<file path="src/rtl/can_pkg.sv">
// Shared CAN definitions used by the bit stuffer and its line monitor.
//   CAN_STUFF_LEN  : default run length that forces a stuff bit
//   CAN_RECESSIVE  : logic level of a recessive bus bit
//   CAN_DOMINANT   : logic level of a dominant bus bit
//   can_tx_state_e : transmit-side line state (IDLE / SEND)
package can_pkg;

    localparam int   CAN_STUFF_LEN = 5;
    localparam logic CAN_RECESSIVE = 1'b1;
    localparam logic CAN_DOMINANT  = 1'b0;

    typedef enum logic {
        IDLE = 1'b0,
        SEND = 1'b1
    } can_tx_state_e;

endpackage : can_pkg

</file>
<file path="src/rtl/can_bit_monitor.sv">
// Sample-point monitor for the CAN transmit line.
// Compares the bus RX level against the bit being driven and pulses
// bit_error one clk after a mismatching sample_tick.
// Ports:
//   clk, rst     : clock, async active-high reset
//   txing        : frame in progress
//   bit_tick     : start of bit time (suppresses a coincident sample)
//   sample_tick  : sample point strobe
//   cmp_load     : load cmp_en with cmp_val (issued on each driven bit)
//   cmp_val      : compare enable for the bit now being driven
//   rx           : synchronised bus RX level
//   can_tx       : registered TX level currently on the line
//   bit_error    : one-clk mismatch pulse
module can_bit_monitor
    import can_pkg::*;
(
    input  logic clk,
    input  logic rst,
    input  logic txing,
    input  logic bit_tick,
    input  logic sample_tick,
    input  logic cmp_load,
    input  logic cmp_val,
    input  logic rx,
    input  logic can_tx,
    output logic bit_error
);

    logic cmp_en_q;
    logic cmp_en_d;
    logic bit_error_q;
    logic bit_error_d;

    // Next-state for the compare enable and the error pulse.
    always_comb begin
        cmp_en_d    = cmp_en_q;
        bit_error_d = 1'b0;
        if (!txing) begin
            cmp_en_d = 1'b0;
        end else if (cmp_load) begin
            cmp_en_d = cmp_val;
        end else begin
            cmp_en_d = cmp_en_q;
        end
        // A sample landing on a bit_tick is a misconfiguration; the new bit
        // has not been driven yet, so no compare is made.
        if (sample_tick && !bit_tick && txing && cmp_en_q && (rx != can_tx)) begin
            bit_error_d = 1'b1;
        end else begin
            bit_error_d = 1'b0;
        end
    end

    // Monitor state registers.
    always_ff @(posedge clk or posedge rst) begin
        if (rst) begin
            cmp_en_q    <= 1'b0;
            bit_error_q <= 1'b0;
        end else begin
            cmp_en_q    <= cmp_en_d;
            bit_error_q <= bit_error_d;
        end
    end

    assign bit_error = bit_error_q;

endmodule : can_bit_monitor

</file>
<file path="src/rtl/can_bit_stuffer.sv">
// CAN transmit bit stuffer. Takes one frame bit per bit time from the TX FSM,
// inserts a complementary stuff bit after STUFF_LEN identical line bits in the
// stuffed region (withholding bit_ack so upstream holds its bit), and drives
// the registered TX line. A sub-monitor flags RX/TX mismatches.
// Ports:
//   clk, rst     : clock, async active-high reset
//   bit_tick     : start of each bit time
//   sample_tick  : sample point within the bit time
//   txing        : frame in progress
//   stuff_en     : current bit lies in the stuffed region
//   bit_in       : current frame bit from upstream
//   bit_ack      : one-clk pulse, bit_in consumed
//   can_tx       : registered TX line (1 = recessive)
//   stuff_active : high for the whole bit time of an inserted stuff bit
//   rx           : synchronised bus RX level
//   bit_error    : one-clk monitor mismatch pulse
module can_bit_stuffer
    import can_pkg::*;
#(
    parameter int STUFF_LEN = CAN_STUFF_LEN,
    parameter int CNT_W     = 3
) (
    input  logic clk,
    input  logic rst,
    input  logic bit_tick,
    input  logic sample_tick,
    input  logic txing,
    input  logic stuff_en,
    input  logic bit_in,
    output logic bit_ack,
    output logic can_tx,
    output logic stuff_active,
    input  logic rx,
    output logic bit_error
);

    localparam logic [CNT_W-1:0] RUN_MAX  = CNT_W'(STUFF_LEN);
    localparam logic [CNT_W-1:0] RUN_ONE  = {{(CNT_W-1){1'b0}}, 1'b1};
    localparam logic [CNT_W-1:0] RUN_ZERO = {CNT_W{1'b0}};

    can_tx_state_e    state_q, state_d;
    logic [CNT_W-1:0] run_cnt_q, run_cnt_d;
    logic             last_bit_q, last_bit_d;
    logic             can_tx_q, can_tx_d;
    logic             bit_ack_q, bit_ack_d;
    logic             stuff_active_q, stuff_active_d;
    logic             go_idle_s;
    logic             do_pass_s;
    logic             do_stuff_s;
    logic             cmp_load_s;
    logic             cmp_val_s;

    // Line state decode, run counter and stuff insertion.
    always_comb begin
        state_d        = state_q;
        run_cnt_d      = run_cnt_q;
        last_bit_d     = last_bit_q;
        can_tx_d       = can_tx_q;
        bit_ack_d      = 1'b0;
        stuff_active_d = stuff_active_q;
        go_idle_s      = 1'b0;
        do_pass_s      = 1'b0;
        do_stuff_s     = 1'b0;
        cmp_load_s     = 1'b0;
        cmp_val_s      = 1'b0;

        case (state_q)
            IDLE: begin
                if (txing) begin
                    // run_cnt is 0 here, so the first bit can only be a pass.
                    state_d   = SEND;
                    do_pass_s = bit_tick;
                end else begin
                    go_idle_s = 1'b1;
                end
            end
            SEND: begin
                if (!txing) begin
                    state_d   = IDLE;
                    go_idle_s = 1'b1;
                end else if (bit_tick) begin
                    if ((run_cnt_q == RUN_MAX) && stuff_en) begin
                        do_stuff_s = 1'b1;
                    end else begin
                        do_pass_s = 1'b1;
                    end
                end else begin
                    state_d = SEND;
                end
            end
            default: begin
                state_d   = IDLE;
                go_idle_s = 1'b1;
            end
        endcase

        if (go_idle_s) begin
            can_tx_d       = CAN_RECESSIVE;
            run_cnt_d      = RUN_ZERO;
            last_bit_d     = CAN_RECESSIVE;
            stuff_active_d = 1'b0;
        end else if (do_stuff_s) begin
            // The stuff bit opens a new run of the opposite level.
            can_tx_d       = ~last_bit_q;
            last_bit_d     = ~last_bit_q;
            run_cnt_d      = RUN_ONE;
            stuff_active_d = 1'b1;
            cmp_load_s     = 1'b1;
            cmp_val_s      = 1'b1;
        end else if (do_pass_s) begin
            can_tx_d       = bit_in;
            bit_ack_d      = 1'b1;
            last_bit_d     = bit_in;
            stuff_active_d = 1'b0;
            cmp_load_s     = 1'b1;
            cmp_val_s      = stuff_en;
            // Saturate so unstuffed tails (EOF etc.) never wrap the counter.
            if ((bit_in == last_bit_q) && (run_cnt_q != RUN_ZERO)) begin
                if (run_cnt_q == RUN_MAX) begin
                    run_cnt_d = RUN_MAX;
                end else begin
                    run_cnt_d = run_cnt_q + RUN_ONE;
                end
            end else begin
                run_cnt_d = RUN_ONE;
            end
        end else begin
            run_cnt_d = run_cnt_q;
        end
    end

    // Stuffer state and output registers.
    always_ff @(posedge clk or posedge rst) begin
        if (rst) begin
            state_q        <= IDLE;
            run_cnt_q      <= RUN_ZERO;
            last_bit_q     <= CAN_RECESSIVE;
            can_tx_q       <= CAN_RECESSIVE;
            bit_ack_q      <= 1'b0;
            stuff_active_q <= 1'b0;
        end else begin
            state_q        <= state_d;
            run_cnt_q      <= run_cnt_d;
            last_bit_q     <= last_bit_d;
            can_tx_q       <= can_tx_d;
            bit_ack_q      <= bit_ack_d;
            stuff_active_q <= stuff_active_d;
        end
    end

    assign can_tx       = can_tx_q;
    assign bit_ack      = bit_ack_q;
    assign stuff_active = stuff_active_q;

    can_bit_monitor u_monitor (
        .clk         (clk),
        .rst         (rst),
        .txing       (txing),
        .bit_tick    (bit_tick),
        .sample_tick (sample_tick),
        .cmp_load    (cmp_load_s),
        .cmp_val     (cmp_val_s),
        .rx          (rx),
        .can_tx      (can_tx_q),
        .bit_error   (bit_error)
    );

endmodule : can_bit_stuffer
</file>
<file path="config.mk">
export PLATFORM = sky130hd
export DESIGN_NAME = can_bit_stuffer
export DESIGN_NICKNAME = d
export VERILOG_FILES = /design/src/rtl/can_pkg.sv /design/src/rtl/can_bit_monitor.sv /design/src/rtl/can_bit_stuffer.sv
export SDC_FILE = /design/constraint.sdc
export NUM_CORES = 1
export LEC_CHECK = 0
export CORE_AREA = 2 2 39 41
export DETAILED_ROUTE_END_ITERATION = 7
export DIE_AREA = 0 0 41 43
export SYNTH_ARGS = -nofsm -noshare
export SYNTH_HDL_FRONTEND = slang
export SYNTH_SLANG_ARGS = --single-unit
</file>
<file path="constraint.sdc">
create_clock -name clk -period 2.1 [get_ports clk]
set_clock_uncertainty 0.2 [all_clocks]
set_input_delay 0.21 -clock clk [delete_from_list [all_inputs] [get_ports clk]]
set_output_delay 0.21 -clock clk [all_outputs]
set_load 0.005 [all_outputs]
</file>
## After elaboration in Yosys (flattened, before gate mapping)

Cells that the tools add are included.

- Logic and storage cells: 55
- Flip-flop bits (word level): 9
- Memories kept: 0
- Bits in latches: 0
- RAM bits: 0
- Output and inout port bits: 4
- Input bits: 8
- Bits in read-only memories: 0

- Shifts and indexed selects: 0
- $mul: 0
- Bitwise operators: 2
- Eq/ne operators: 4
- Add/sub/neg operators: 1
- Reductions and logical operators: 9
- Muxes and demuxes: 32
- Magnitude comparators: 0
- Div/mod/pow operators: 0

Operator list:

| kind | number |
|---|---|
| two-way mux 1 bit | 26 |
| two-way mux 3 bit | 5 |
| logical AND 1 bit | 6 |
| nonzero test 3 bit | 2 |
| adder 3 x 1 -> 3 bit (second input constant) | 1 |
| equality test 3 bit (second input constant) | 1 |
| inequality test 2 x 1 -> 1 bit (second input constant) | 1 |
| NOT 1 bit | 2 |
| one-hot mux 1 bit (2 select lines) | 1 |
| equality test 1 bit | 1 |
| logical NOT 1 bit | 1 |
| inequality test 1 bit | 1 |

## Longest topological paths before layout

- Depth after elaboration: 11
- Gate-level depth with buffers: 5
- Mapped depth without buffers: 4

## Modules after synthesis

From an unflattened synthesis, not the netlist that was laid out.

- Cell total of the unflattened synthesis: 44
- Area total of the unflattened synthesis: 469.2 um^2

By module, submodules not included:

| module | instances | cells an instance | sequential area each (um^2) | area each (um^2) |
|---|---|---|---|---|
| can_bit_stuffer | 1 | 36 | 176.4 | 377.9 |
| can_bit_monitor | 1 | 8 | 50.0 | 91.3 |

## Least setup slack after synthesis

No wires, ideal clock.

- Path type: flip-flop to flip-flop
- From: register, netlist name can_tx
- To: register run_cnt_q[1]
- Arrival: 1082 ps
- Library setup time: 110 ps
- Path buffers: 0
- Clock period less this slack: 1393 ps
- Stages on the path, launching flop included: 4
- Path slack: 707 ps
- Data required time: 1790 ps
- Cells stage by stage: dfstp_2 xor2_1 or2_0 o41ai_1

RTL lines:

| element | RTL line | RTL |
|---|---|---|
| end signal, assigned | can_bit_stuffer.sv:143 | `run_cnt_q <= run_cnt_d;` |
| end, declared | can_bit_stuffer.sv:42 | `logic [CNT_W-1:0] run_cnt_q, run_cnt_d;` |

## Final worst setup path

- From: register can_tx_q (netlist: can_tx)
- To: output port can_tx

RTL lines:

| element | RTL line | RTL |
|---|---|---|
| start, declared | can_bit_stuffer.sv:44 | `logic can_tx_q, can_tx_d;` |
| start signal, assigned | can_bit_stuffer.sv:145 | `can_tx_q <= can_tx_d;` |
| end, declared | can_bit_stuffer.sv:31 | `output logic can_tx,` |

No word-level cell between the ends.

==> results.yml <==
final_layout:
  final_core_util: 0.432
  nets: 67
  fin_area_sq_um: 598
  layout_common_cells: "11 x clkdlybuf4s50_1, 8 x dfrtp_1, 4 x nor2_1, 4 x nand2_1, 4 x a21oi_1"
  layout-drive-gt1-share: 0.155
  final_common_cell: "clkdlybuf4s50_1"
  area_growth_syn_to_layout_pct: 33.1
  num_antenna_cells: 0
  fill_cells: 132
clock_tree:
  htree_num_levels: 1
  clk_pin_slew_ns: 0.06
  cts_tree: "built"
  cts_hold_buffers: 0
  clock_latency_ns: 0.26
  cts_setup_buffers: 0
  cts_buffer_depth: 2
  cts-root-buf: "clkbuf_4"
  clock-sinks: 9
  numCtsBuffers: 3
  ctsResizeCount: 0
sta:
  fin_crit_ns: 1.77
  fmax_ghz: 0.566
  finalHoldViolCount: 0
  period_share: 0.842
  relSlewSlack: 0.733
  setup_viol: 0
  grt_setup_unrepaired: "false"
  worst_slack_ns: 0.332
  tns_ns: 0
  fin_hold_ws_ns: 0.0135
  worst_slew_pin_slew_ns: 0.399
  drv_slew: 0
route:
  totalWireLength_um: 890
  final_antenna_net_count: 0
  drtPass1Iterations: 4
  vias_per_cell: 5.04
  drt_iter0_drc: 14
  drc_errors: 0
  vias: 373
  post_drt_wl_per_cell_um: 12.0
yosys:
  syn_avg_cell_area_sq_um: 10.2
  synth-edff-count: 0
  yosys.area.top_type: "dfrtp_1"
  synth_seq_area_share: 0.504
  synth_area_leaders: "dfrtp_1 45%, dfstp_2 5.8%, a21oi_1 4.5%"
  ys_ff_latch: 9
  synthCells: 44
  syn_area_sq_um: 449
  ys_types: 24
  syn_nets: 52
  synthArstFlopShare: 1.00
  synth_top_area_frac: 0.446
  yosys_warnings: 0
  synth_top_flop_cell: "dfrtp_1"
worst_setup_path:
  critical_path_class: "flop to output pin"
  max_stage_delay_ns: 0.58
  timing.rr.end: "run_cnt_q[1]$_DFFE_PP0P_"
  cpLargestDelayFamily: "flip-flops"
  rr_worst_depth: 3
  rr_startpoint: "can_tx$_DFFE_PP1P_"
  crit_slowest_cell: "dfstp_2"
  cp_max_fo: 5
  cp_cell_sequence: "clkdlybuf4s50_1"
  worstPathRequired_ns: 1.69
  cp.arrival_ns: 1.36
  crit_buf_inv: 1
  critPathLaunchType: "flop"
  r2r_slack_ns: 0.61
  cp-end-kind: "output pin"
global_routing:
  antenna_found_initial: 0
  grt-ovfl-total: 0
  track_usage: 0.134
  grt_max_degree: 10
  grt_pass1_wl_um: 1460
  grt_pass1_vias: 335
hold_path:
  hold_class: "input port to asynchronous set/reset pin"
pwr:
  power.leakage_nw: 0.250
  p_per_area_nw_per_um2: 623
  irDropWorstVdd_mv: 0.243
floorplan:
  core_area_sq_um: 1380
  dieArea_sq_um: 1760
  std_cell_rows: 14
  boundaryPins: 12
  initial_core_util: 0.325
  die_y_um: 43
  fp.dieW_um: 41
place:
  gp_congestion: 0.860
  io_buffer_count: 11
  pre_cts_slack_ns: 0.286
  hpwl_um: 637
  place_area_sq_um: 572
flow_run:
  cap_violations: 0
outcome:
  outcome: "completed"
[synth_stat cells, drive strengths merged, types with 2 or more instances]
library cell,n
o21ai,2
nor2,4
a21oi,5
nand2,4
nand3,2
nor4,2
dfrtp,8
inv,3
or2,2
[per-stage QoR]
stage / total power [mW] / cells
after floorplan: 0.216 / 44
after global placement: 0.240 / 70
after detailed placement: 0.240 / 70
after CTS: 0.379 / 74
after global routing: 0.395 / 74
final: 0.372 / 74
[cell type report]
| cell class | count | area (sq um) | share of cell area |
|---|---|---|---|
| Inverter | 3 | 16.3 | 0.0272 |
| Clock buffer | 4 | 26.3 | 0.0439 |
| Multi-Input combinational cell | 31 | 199 | 0.333 |
| Tap cell | 16 | 20.0 | 0.0335 |
| Timing Repair Buffer | 11 | 110 | 0.184 |
| Sequential cell | 9 | 226 | 0.379 |
[logic make-up (layout without fill, tap and decap cells)]
| kind of cell | after synthesis | in the layout | synth area share |
|---|---|---|---|
| multiplexers | 1 | 1 | 0.0223 |
| AO/OA/AOI/OAI | 9 | 9 | 0.134 |
| XOR/XNOR | 2 | 2 | 0.0390 |
| flip-flops | 9 | 9 | 0.504 |
| buffers and inverters | 4 | 18 | 0.0529 |
| AND/OR/NAND/NOR | 19 | 19 | 0.248 |
[power by group]
| group | switching (mW) | internal, mW | total, mW |
|---|---|---|---|
| clock network | 0.0616 | 0.0733 | 0.135 |
| logic | 0.0232 | 0.0255 | 0.0487 |
| registers | 0.00772 | 0.181 | 0.189 |
[flip-flops by register name, indices dropped and copies added, names as in the netlist]
name                 flops
u_monitor.bit_error      1
u_monitor.cmp_en_q       1
can_tx                   1
run_cnt_q                3
stuff_active             1
bit_ack                  1
state_q                  1
[worst max-delay path by stage]
| stage | startpoint | endpoint | depth (start not counted) |
|---|---|---|---|
| 4_1_cts | can_tx$_DFFE_PP1P_ | can_tx | 1 |
| 6_report | can_tx$_DFFE_PP1P_ | can_tx | 1 |
| 3_5_place_dp | bit_tick | run_cnt_q[1]$_DFFE_PP0P_ | 4 |
| 2_1_floorplan | can_tx$_DFFE_PP1P_ | run_cnt_q[1]$_DFFE_PP0P_ | 3 |
| 5_1_grt | can_tx$_DFFE_PP1P_ | can_tx | 1 |
| 3_3_place_gp | bit_tick | run_cnt_q[1]$_DFFE_PP0P_ | 4 |
[per-layer routing]
metal	wire, um	part of all wire	global-route usage	up-vias
met1	405	0.46	0.160	174
met2	387	0.43	0.169	18
met3	76	0.085	0.0942	2
met4	21	0.024	0.0800	0
li1	-	-	-	179
met5	0	0	0	-
Power figures use the tool's default switching activity.
